<file path="src/rtl/count_mode_ctrl.sv">
// count_mode_ctrl: run/pause/direction/speed controller for a 2-digit BCD counter and blinking display
module count_mode_ctrl #(
  parameter int unsigned DB_CNT   = 20,
  parameter bit          AUTO_REV = 1'b0,
  parameter logic [7:0]  ENA_MASK = 8'h03
) (
  input  logic       ckht,
  input  logic       rst,
  input  logic       ena1khz,
  input  logic       ena10hz,
  input  logic       ena5hz,
  input  logic       ena2hz,
  input  logic       ena1hz,
  input  logic       btn_run,
  input  logic       btn_mode,
  input  logic       btn_dir,
  input  logic [3:0] donvi,
  input  logic [3:0] chuc,
  output logic       ena_db,
  output logic       dir_up,
  output logic       clr,
  output logic [1:0] speed_sel,
  output logic [1:0] state,
  output logic [7:0] ena_8led
);
  typedef enum logic [1:0] {IDLE = 2'd0, RUN_UP = 2'd1, RUN_DN = 2'd2, PAUSE = 2'd3} state_t;
  localparam logic [7:0] DB = 8'(DB_CNT);
  state_t state_q, state_d, run_next;
  logic [2:0] raw, lvl_q, lvl_d, press_q;
  logic [7:0] cnt_q [3];
  logic [7:0] cnt_d [3];
  logic [1:0] speed_q, speed_d;
  logic dir_q, dir_d, db_q, db_d, clr_q, clr_d;
  logic [7:0] led_q, led_d;
  logic [3:0] ticks;
  logic tick_sel, running, at_lim, clr_req;
  assign raw = {btn_dir, btn_mode, btn_run};
  assign ticks = {ena1hz, ena2hz, ena5hz, ena10hz};
  assign tick_sel = ticks[speed_q];
  assign running = state_q == RUN_UP || state_q == RUN_DN;
  assign at_lim = AUTO_REV && running && tick_sel && (dir_q ? {chuc, donvi} == 8'h99 : {chuc, donvi} == 8'h00);
  assign clr_req = press_q[0] & press_q[2];
  // Debounce: a new level is accepted only after DB consecutive differing 1 kHz samples
  always_comb begin
    lvl_d = lvl_q;
    for (int i = 0; i < 3; i++) begin
      cnt_d[i] = cnt_q[i];
      if (ena1khz) begin
        cnt_d[i] = (raw[i] == lvl_q[i] || cnt_q[i] + 8'd1 == DB) ? 8'd0 : cnt_q[i] + 8'd1;
        lvl_d[i] = (raw[i] != lvl_q[i] && cnt_q[i] + 8'd1 == DB) ? raw[i] : lvl_q[i];
      end
    end
  end
  // Control: clear request dominates, limit reversal beats a manual direction press
  always_comb begin
    speed_d = speed_q + {1'b0, press_q[1]};
    dir_d = clr_req ? 1'b1 : (at_lim | press_q[2]) ? ~dir_q : dir_q;
    run_next = dir_d ? RUN_UP : RUN_DN;
    state_d = clr_req ? IDLE : press_q[0] ? (running ? PAUSE : run_next) : running ? run_next : state_q;
    db_d = running & tick_sel & ~at_lim & ~clr_req;
    clr_d = clr_req;
    led_d = state_d != PAUSE ? ENA_MASK : (state_q == PAUSE && ena2hz) ? (led_q == 8'h00 ? ENA_MASK : 8'h00) : led_q;
  end
  // State registers with synchronous active-low reset
  always_ff @(posedge ckht) begin
    if (!rst) begin
      lvl_q <= '0;
      press_q <= '0;
      cnt_q <= '{default: '0};
      state_q <= IDLE;
      speed_q <= '0;
      dir_q <= 1'b1;
      db_q <= 1'b0;
      clr_q <= 1'b0;
      led_q <= ENA_MASK;
    end else begin
      lvl_q <= lvl_d;
      press_q <= lvl_d & ~lvl_q;
      cnt_q <= cnt_d;
      state_q <= state_d;
      speed_q <= speed_d;
      dir_q <= dir_d;
      db_q <= db_d;
      clr_q <= clr_d;
      led_q <= led_d;
    end
  end
  assign ena_db = db_q;
  assign dir_up = dir_q;
  assign clr = clr_q;
  assign speed_sel = speed_q;
  assign state = state_q;
  assign ena_8led = led_q;
endmodule

</file>
<file path="config.mk">
export PLATFORM = sky130hd
export DESIGN_NAME = count_mode_ctrl
export DESIGN_NICKNAME = d
export VERILOG_FILES = /design/src/rtl/count_mode_ctrl.sv
export SDC_FILE = /design/constraint.sdc
export NUM_CORES = 1
export LEC_CHECK = 0
export BUFFER_PORTS_ARGS = -buffer_cell sky130_fd_sc_hd__buf_2
export CAP_MARGIN = 20
export CORE_ASPECT_RATIO = 0.75
export CORE_MARGIN = 2
export CORE_UTILIZATION = 50
export CTS_CLUSTER_SIZE = 25
export DETAILED_ROUTE_END_ITERATION = 10
export GPL_TIMING_DRIVEN = 0
export HOLD_SLACK_MARGIN = 0.02
export MAX_ROUTING_LAYER = met4
export PLACE_DENSITY = 0.72
export RECOVER_POWER = 25
export SETUP_SLACK_MARGIN = 0.5
export SLEW_MARGIN = 10
export SYNTH_ARGS = -nofsm -noshare
export SYNTH_HDL_FRONTEND = slang
export SYNTH_SLANG_ARGS = --single-unit
export TNS_END_PERCENT = 50
</file>
<file path="constraint.sdc">
create_clock -name ckht -period 2.8 [get_ports ckht]
set_clock_uncertainty 0.05 [all_clocks]
set_input_delay 0.42 -clock ckht [delete_from_list [all_inputs] [get_ports ckht]]
set_output_delay 0.42 -clock ckht [all_outputs]
set_load 0.1 [all_outputs]
</file>
; Word-level counts from Yosys, hierarchy flattened
; Cells that the tools add are included.
; Widths: inputs -> output; s select.
[totals]
regBits = 45
latchBits = 0
ram_bits = 0
mem_bits_ro = 0
input_bits = 18
output_inout_bits = 15
elab_cells = 66
n_memories = 0
[op_classes]
add_sub_neg = 4
multipliers = 0
div = 0
n_lt_le_gt_ge = 1
n_eq_ne = 13
shift = 0
n_mux = 19
bitwise_logic = 8
reduce_logical = 10
[op_table]
columns = op, count
row1 = $add 8x1->8 const B, 3
row2 = $eq 8x5->1 const B, 3
row3 = $mux 8, 3
row4 = $mux 2, 6
row5 = $mux 1, 9
row6 = $logic_not 8->1, 1
row7 = $eq 2x2->1 const B, 2
row8 = $logic_and 1x1->1, 4
row9 = $logic_or 1x1->1, 4
row10 = $and 1x1->1, 3
row11 = $and 3x3->3, 1
row12 = $eq 1x1->1, 3
row13 = $lt 2x3->1 const B, 1
row14 = $ne 1x1->1, 3
row15 = $not 1->1, 3
row16 = $not 3->3, 1
row17 = $add 2x1->2, 1
row18 = $bmux 1 s2, 1
row19 = $eq 2x1->1 const B, 1
row20 = $ne 2x2->1 const B, 1
row21 = $reduce_or 2->1, 1

; Longest topological paths before layout
; Gate-level depths: netlist (run 1).
[logic_depth]
depth_word = 9
depth_mapped = 7
depth_no_buf = 6

; Worst setup path after synthesis (run 1)
; Ideal clock, no wire load.
[synth_timing]
path_type = register -> register
start = register state_q[1] (netlist: state[1])
end = register led_q[0] (netlist: ena_8led[0])
setup_time_ns = 0.119
t_arrival_ns = 2.132
required_ns = 2.631
setup_slack_ns = 0.499
path_stages_with_launch = 8
path_buffers = 1
period_less_slack_ns = 2.301
path_cell_list = dfxtp_1 ha_1 clkbuf_1 nor3b_1 o31ai_1 o21ai_0 nor2_1 nand2_1
[synth_between]
elab_chain_cells = 7
word_cells_on_any_way = 11
classes_between = eq/ne (4) / mux (4) / reduce/logical (3)
[synth_rtl]
columns = item, line_no
row1 = from (decl), 28  ; state_t state_q, state_d, run_next;
row2 = from (signal assigned), 80  ; state_q <= state_d;
row3 = $eq 2x1->1 / $eq 2x2->1 (equally long branches), 40  ; assign running = state_q == RUN_UP || state_q == RUN_DN;
row4 = $logic_or 1x1->1, 40
row5 = $mux 2 (3 in a row), 59  ; state_d = clr_req ? IDLE : press_q[0] ? (running ? PAUSE : run_next) : running ? run_next : state_q;
row6 = $ne 2x2->1, 62  ; led_d = state_d != PAUSE ? ENA_MASK : (state_q == PAUSE && ena2hz) ? (led_q == 8'h00 ? ENA_MASK : 8'h00) : led ...
row7 = $reduce_or 2->1 (no line), -
row8 = to (signal assigned), 85  ; led_q <= led_d;
row9 = to (decl), 34  ; logic [7:0] led_q, led_d;
; Parallel ways exist; a longest one is shown, timed or not.
; A chain may end at the register's enable or synchronous reset.

; Worst setup path after layout (run 1)
[layout_timing]
start = register cnt_q[0] (netlist name)
end = register cnt_q[2] (netlist name)
[layout_between]
elab_chain_cells = 4
[layout_rtl]
columns = item, line_no
row1 = from (decl), 30  ; logic [7:0] cnt_q [3];
row2 = from (signal assigned), 79  ; cnt_q <= cnt_d;
row3 = $add 8x1->8 *, 49  ; cnt_d[i] = (raw[i] == lvl_q[i] || cnt_q[i] + 8'd1 == DB) ? 8'd0 : cnt_q[i] + 8'd1;
row4 = $eq 8x5->1, 49
row5 = $logic_or 1x1->1, 49
row6 = $mux 8 *, 49
; Every way passes the cells marked *; elsewhere a longest branch is shown, timed or not.

==> results of run 1 <==
==> report_power, final <==
| part | internal [mW] | switching, mW |
|---|---|---|
| logic | 0.0760 | 0.239 |
| clock network | 0.171 | 0.193 |
| registers | 0.561 | 0.0176 |
| total | 0.807 | 0.450 |
==> Yosys cell counts, types with 5 or more instances <==
cell type,instances,area [sq um]
a21oi_1,17,85.1
and3_1,8,50.1
buf_4,7,52.6
clkbuf_1,5,18.8
dfxtp_1,38,761
ha_1,8,100
inv_1,8,30.0
nand2_1,20,75.1
nand3_1,11,55.1
nor2_1,26,97.6
nor3b_1,5,37.5
o21ai_0,20,100
xnor2_1,6,52.6
xor2_1,5,43.8
==> worst max-delay path: cells and delay by family (launching register included) <==
family,cells,cell delay (ns)
adder cells (fa/ha/maj),1,0.29
flip-flops,1,0.37
AO/OA/AOI/OAI,3,0.99
AND/OR/NAND/NOR,2,0.36
==> metal layers <==
layer | wire length, um | GRT usage | vias to the layer above
met5 | 0 | - | -
met4 | 84 | 0.103 | 0
met3 | 232 | 0.0476 | 9
met2 | 2120 | 0.344 | 44
met1 | 2400 | 0.291 | 934
li1 | - | - | 967
==> cell type report <==
| type | count | area [sq um] | area share |
|---|---|---|---|
| Clock buffer | 6 | 72.6 | 0.0306 |
| Clock inverter | 1 | 7.51 | 0.00316 |
| Tap cell | 55 | 68.8 | 0.0290 |
| Sequential cell | 38 | 762 | 0.321 |
| Buffer | 14 | 80.1 | 0.0337 |
| Multi-Input combinational cell | 195 | 1270 | 0.535 |
| Timing Repair Buffer | 17 | 83.8 | 0.0353 |
| Inverter | 8 | 30.0 | 0.0127 |
==> sequential cells by signal (all words and copies together), names as in the netlist <==
register	cells
cnt_q	24
state	2
clr	1
ena_db	1
ena_8led	1
press_q	3
lvl_q	3
dir_up	1
speed_sel	2
==> worst paths after layout <==
path | start | to | slack, ns | cells past startpoint
worst min-delay path | btn_mode | press_q[1]$_SDFF_PN0_ | 0.34 | 3
worst max register to register | cnt_q[0]$_SDFFE_PN0P_ | cnt_q[2]$_SDFFE_PN0P_ | 0.63 | 6
worst max-delay path | cnt_q[0]$_SDFFE_PN0P_ | cnt_q[2]$_SDFFE_PN0P_ | 0.63 | 6
worst min register to register | press_q[2]$_SDFF_PN0_ | clr$_SDFF_PN0_ | 0.44 | 2
==> stage by stage <==
stage | area (sq um) | power (mW) | instances | utilization | setup slack [ns]
after floorplan | 2140 | 0.849 | 255 | - | 0.510
after global placement | 2300 | 0.897 | 327 | 0.566 | 0.676
after detailed placement | 2300 | 0.904 | 327 | 0.566 | 0.643
after CTS | 2380 | 1.27 | 334 | 0.586 | 0.642
after global routing | 2370 | 1.32 | 334 | 0.585 | 0.527
final | 2370 | 1.26 | 334 | 0.585 | 0.630
==> logic make-up (layout without fill, tap and decap cells) <==
logic type / after synthesis / count (layout) / share of synthesized area
simple gates: 99 / 99 / 0.252
compound gates: 70 / 70 / 0.229
flops: 38 / 38 / 0.358
buf+inv: 22 / 46 / 0.0554
xor+xnor: 11 / 11 / 0.0454
fa+ha+maj: 8 / 8 / 0.0472
other cells: 1 / 6 / 0.00177
mux: 1 / 1 / 0.0106
==> run_results.csv, run 1 <==
group,metric,value,unit
run_status,outcome,"finished clean",
die,die-area,4790,sq um
cells_and_area,n_antenna_cell,0,
sta,setup_tns,0,ns
sta,fmax,461,MHz
critical_path,slowest_delay,0.42,ns
yosys,syn_inst,250,
detailed_routing,vias,1954,
cells_and_area,nFillCells,401,
sta,worst_slew_pin_slew,0.620,ns
critical_path,cp-end-kind,"flop",
critical_path,cp.arrival,2.31,ns
clocking,cts_setup_buffers,0,
critical_path,worstPathCellList,"ha_1, and3_2, a311o_1, a221oi_4, nor3b_1, o21a_1",
global_route,grtUsageTotal,0.225,
critical_path,crit_path_top_delay_cell,"a221oi_4",
detailed_routing,route.detailed.drc,0,
run,cap_violations,0,
die,die_height,60.4,um
cells_and_area,num-nets-final,305,
detailed_routing,via_per_inst,5.85,
worst_hold_path,hp-class,"input port to flop",
sta,slew_headroom,0.585,
sta,hold_viol_final,0,
global_route,grt_pass1_vias,1688,
clocking,clockBufferDepth,2,
yosys,synth_area,2120,sq um
clocking,tritoncts,"built",
yosys,synth_enable_flop_cells,0,
placed_design,gp_congestion,0.839,
global_route,grt_max_degree,12,
critical_path,crit_fanout,8,
cells_and_area,final_cell_mix,"dfxtp_1 (37), nor2_1 (26), o21ai_0 (20), nand2_1 (20)",
sta,post-route-period-util,0.775,
global_route,grt-ovfl-total,0,
sta,drv_slew,0,
global_route,antenna_found_initial,0,
sta,rsz0062_at_grt,"no",
sta,setup_viol,0,
yosys,synthArstFlopShare,0,
clocking,cts_max_level,2,
cells_and_area,final_common_cell,"dfxtp_1",
power,leakagePower,0.968,nW
detailed_routing,ant_nets,0,
yosys,synth.distinct_cells,52,
power,ir_worst_vdd,510,uV
sta,holdWs,0.342,ns
critical_path,startpoint_type,"flop",
clocking,insertion_delay,0.30,ns
clocking,cts.sinks,38,
cells_and_area,area_growth,11.9,%
critical_path,path_class,"flop to flop",
critical_path,cp.required,2.94,ns
placed_design,port_buffers,17,
detailed_routing,drt_first_pass_iters,4,
clocking,cts-root-buf,"clkbuf_8",
die,core-area,4050,sq um
die,die_w,79.2,um
detailed_routing,wl,4840,um
clocking,numCtsBuffers,5,
global_route,grt_pass1_wl,7920,um
clocking,clkTransAtPathRegs,0.08,ns
die,ioPinCount,33,
yosys,yosys_warnings,0,
yosys,ys.flop_type,"dfxtp_1",
cells_and_area,drive_gt1_frac,0.151,
clocking,cts_hold_buf,0,
sta,post-route-min-period,2.17,ns
detailed_routing,wl_per_cell,14.5,um
die,start_util,0.523,
placed_design,hpwl,3480,um
power,p_per_area,530,nW/um^2
detailed_routing,dr.first_iter.drc_count,94,
yosys,postSynthAreaPerCell,8.49,sq um
yosys,ys_ff_latch,38,
yosys,yosysSeqAreaShare,0.358,
clocking,post_cts_resize_count,0,
die,std_cell_rows,20,
(Power assumes the default switching activity.)
==> run 2: changes to the inputs <==
PLACE_DENSITY = 0.74   (was 0.72)
clock period = 1.75 ns   (was 2.8 ns; I/O delays follow)
==> run_results.csv, run 2 (same netlist as run 1, synthesis figures left out) <==
group,metric,value,unit
placed_design,hpwl,3280,um
sta,post-route-min-period,1.82,ns
clocking,cts.sinks,38,
detailed_routing,route.detailed.drc,0,
critical_path,startpoint_type,"flop",
detailed_routing,via_per_inst,5.70,
cells_and_area,drive_gt1_frac,0.375,
cells_and_area,largest_registers,"cnt_q x24, lvl_q x3, press_q x3",
cells_and_area,num-nets-final,324,
cells_and_area,largest-register,"cnt_q",
clocking,insertion_delay,0.30,ns
critical_path,cp.required,1.89,ns
sta,post-route-period-util,1.04,
worst_hold_path,worstHoldPathCells,3,
global_route,grt_pass1_wl,8290,um
sta,rsz0062_at_grt,"yes",
sta,drv_slew,0,
clocking,cts_hold_buf,0,
die,die_w,79.2,um
cells_and_area,final_common_cell,"nor2_1",
sta,setup_viol,10,
global_route,grt_max_degree,12,
global_route,grt_pass1_vias,1808,
sta,setup_tns,-0.256,ns
cells_and_area,instances_no_fill,354,
run,cap_violations,0,
die,ioPinCount,33,
critical_path,rrSetupSlack,-0.07,ns
clocking,cts_max_level,2,
detailed_routing,ant_nets,0,
power,p_per_area,745,nW/um^2
die,die_height,60.4,um
cells_and_area,largest_register_ff_count,24,
die,start_util,0.523,
critical_path,reg2reg_from,"cnt_q[18]$_SDFFE_PN0P_",
die,core-area,4050,sq um
sta,slew_headroom,0.552,
placed_design,place_inst,327,
critical_path,crit_fanout,4,
clocking,numCtsBuffers,5,
critical_path,path_class,"flop to flop",
detailed_routing,dr.first_iter.drc_count,106,
detailed_routing,vias,2017,
clocking,tritoncts,"built",
run_status,violations,"negative setup slack",
clocking,cts-root-buf,"clkbuf_8",
worst_hold_path,holdPathEnd,"press_q[1]$_SDFF_PN0_",
sta,setup_slack,-0.0715,ns
worst_hold_path,hp-start,"btn_mode",
cells_and_area,n_antenna_cell,0,
global_route,antenna_found_initial,0,
detailed_routing,wl,5070,um
worst_hold_path,hp-class,"input port to flop",
critical_path,cp.arrival,1.96,ns
sta,fmax,549,MHz
clocking,clkTransAtPathRegs,0.08,ns
power,ir_worst_vdd,744,uV
placed_design,gp_congestion,0.825,
critical_path,r2r_end,"lvl_q[0]$_SDFF_PN0_",
die,std_cell_rows,20,
power,total_power,2.18,mW
power,leakagePower,1.14,nW
detailed_routing,wl_per_cell,14.3,um
sta,hold_viol_final,0,
sta,worst_slew_pin_slew,0.669,ns
cells_and_area,final_cell_mix,"nor2_1 (24), dfxtp_1 (22), nand2_1 (20)",
critical_path,rr_worst_depth,6,
die,die-area,4790,sq um
global_route,grt-ovfl-total,0,
placed_design,port_buffers,17,
clocking,clockBufferDepth,2,
critical_path,cp-end-kind,"flop",
run_status,outcome,"finished, violations left",
detailed_routing,drt_first_pass_iters,5,
global_route,grtUsageTotal,0.232,
cells_and_area,area_growth,37.8,%
-- run 2: layout make-up --
class | count | area [sq um]
Buffer | 14 | 104
Clock buffer | 6 | 72.6
Clock inverter | 2 | 8.76
Fill cell | 313 | 1130
Inverter | 8 | 30.0
Multi-Input combinational cell | 195 | 1520
Sequential cell | 38 | 803
Tap cell | 55 | 68.8
Timing Repair Buffer | 36 | 315
-- run 2: what timing repair did --
item                                    CTS  global route
pin swaps                                25            14
setup buffers                            13             6
resized for setup                        60            21
endpoints found under the setup margin   42            35
-- run 2: critical path: stages (launching register included) --
cell and delay, ns:
dfxtp_4 0.35, and3_4 0.18, or4_4 0.43, a31oi_4 0.30, buf_4 0.18, a21oi_2 0.04
a41o_1 0.20
-- run 2: where the power goes --
group	switching (mW)	internal, mW	total [mW]
sequential	0.0402	0.899	0.939
combinational	0.410	0.232	0.642
clock	0.323	0.274	0.598
total	0.774	1.41	2.18
-- run 2: worst max-delay path by stage --
| stage | startpoint | to | slack, ns | depth (start not counted) |
|---|---|---|---|---|
| detailed placement | cnt_q[0]$_SDFFE_PN0P_ | cnt_q[2]$_SDFFE_PN0P_ | -0.16 | 6 |
| global route | cnt_q[16]$_SDFFE_PN0P_ | lvl_q[0]$_SDFF_PN0_ | -0.12 | 7 |
| CTS | cnt_q[0]$_SDFFE_PN0P_ | cnt_q[2]$_SDFFE_PN0P_ | -0.11 | 7 |
| floorplan | cnt_q[0]$_SDFFE_PN0P_ | cnt_q[2]$_SDFFE_PN0P_ | 0.01 | 6 |
| finish | cnt_q[18]$_SDFFE_PN0P_ | lvl_q[0]$_SDFF_PN0_ | -0.07 | 6 |
| global placement | cnt_q[0]$_SDFFE_PN0P_ | cnt_q[2]$_SDFFE_PN0P_ | -0.14 | 6 |
-- run 2: through the flow --
stage	hold slack, ns	util	area (sq um)	setup WS (ns)
2_1_floorplan	0.345	-	2260	0.00999
3_3_place_gp	0.436	0.596	2420	-0.138
3_5_place_dp	0.433	0.596	2420	-0.160
4_1_cts	0.189	0.692	2810	-0.106
5_1_grt	0.212	0.721	2920	-0.118
6_report	0.221	0.721	2920	-0.0715
-- run 2: layer usage --
layer  up-vias  share of wire  track usage
li1       1008              -            -
met2        52           0.45        0.341
met1       949           0.48        0.312
met5         -              0            -
met4         0          0.015        0.103
met3         8          0.053       0.0476
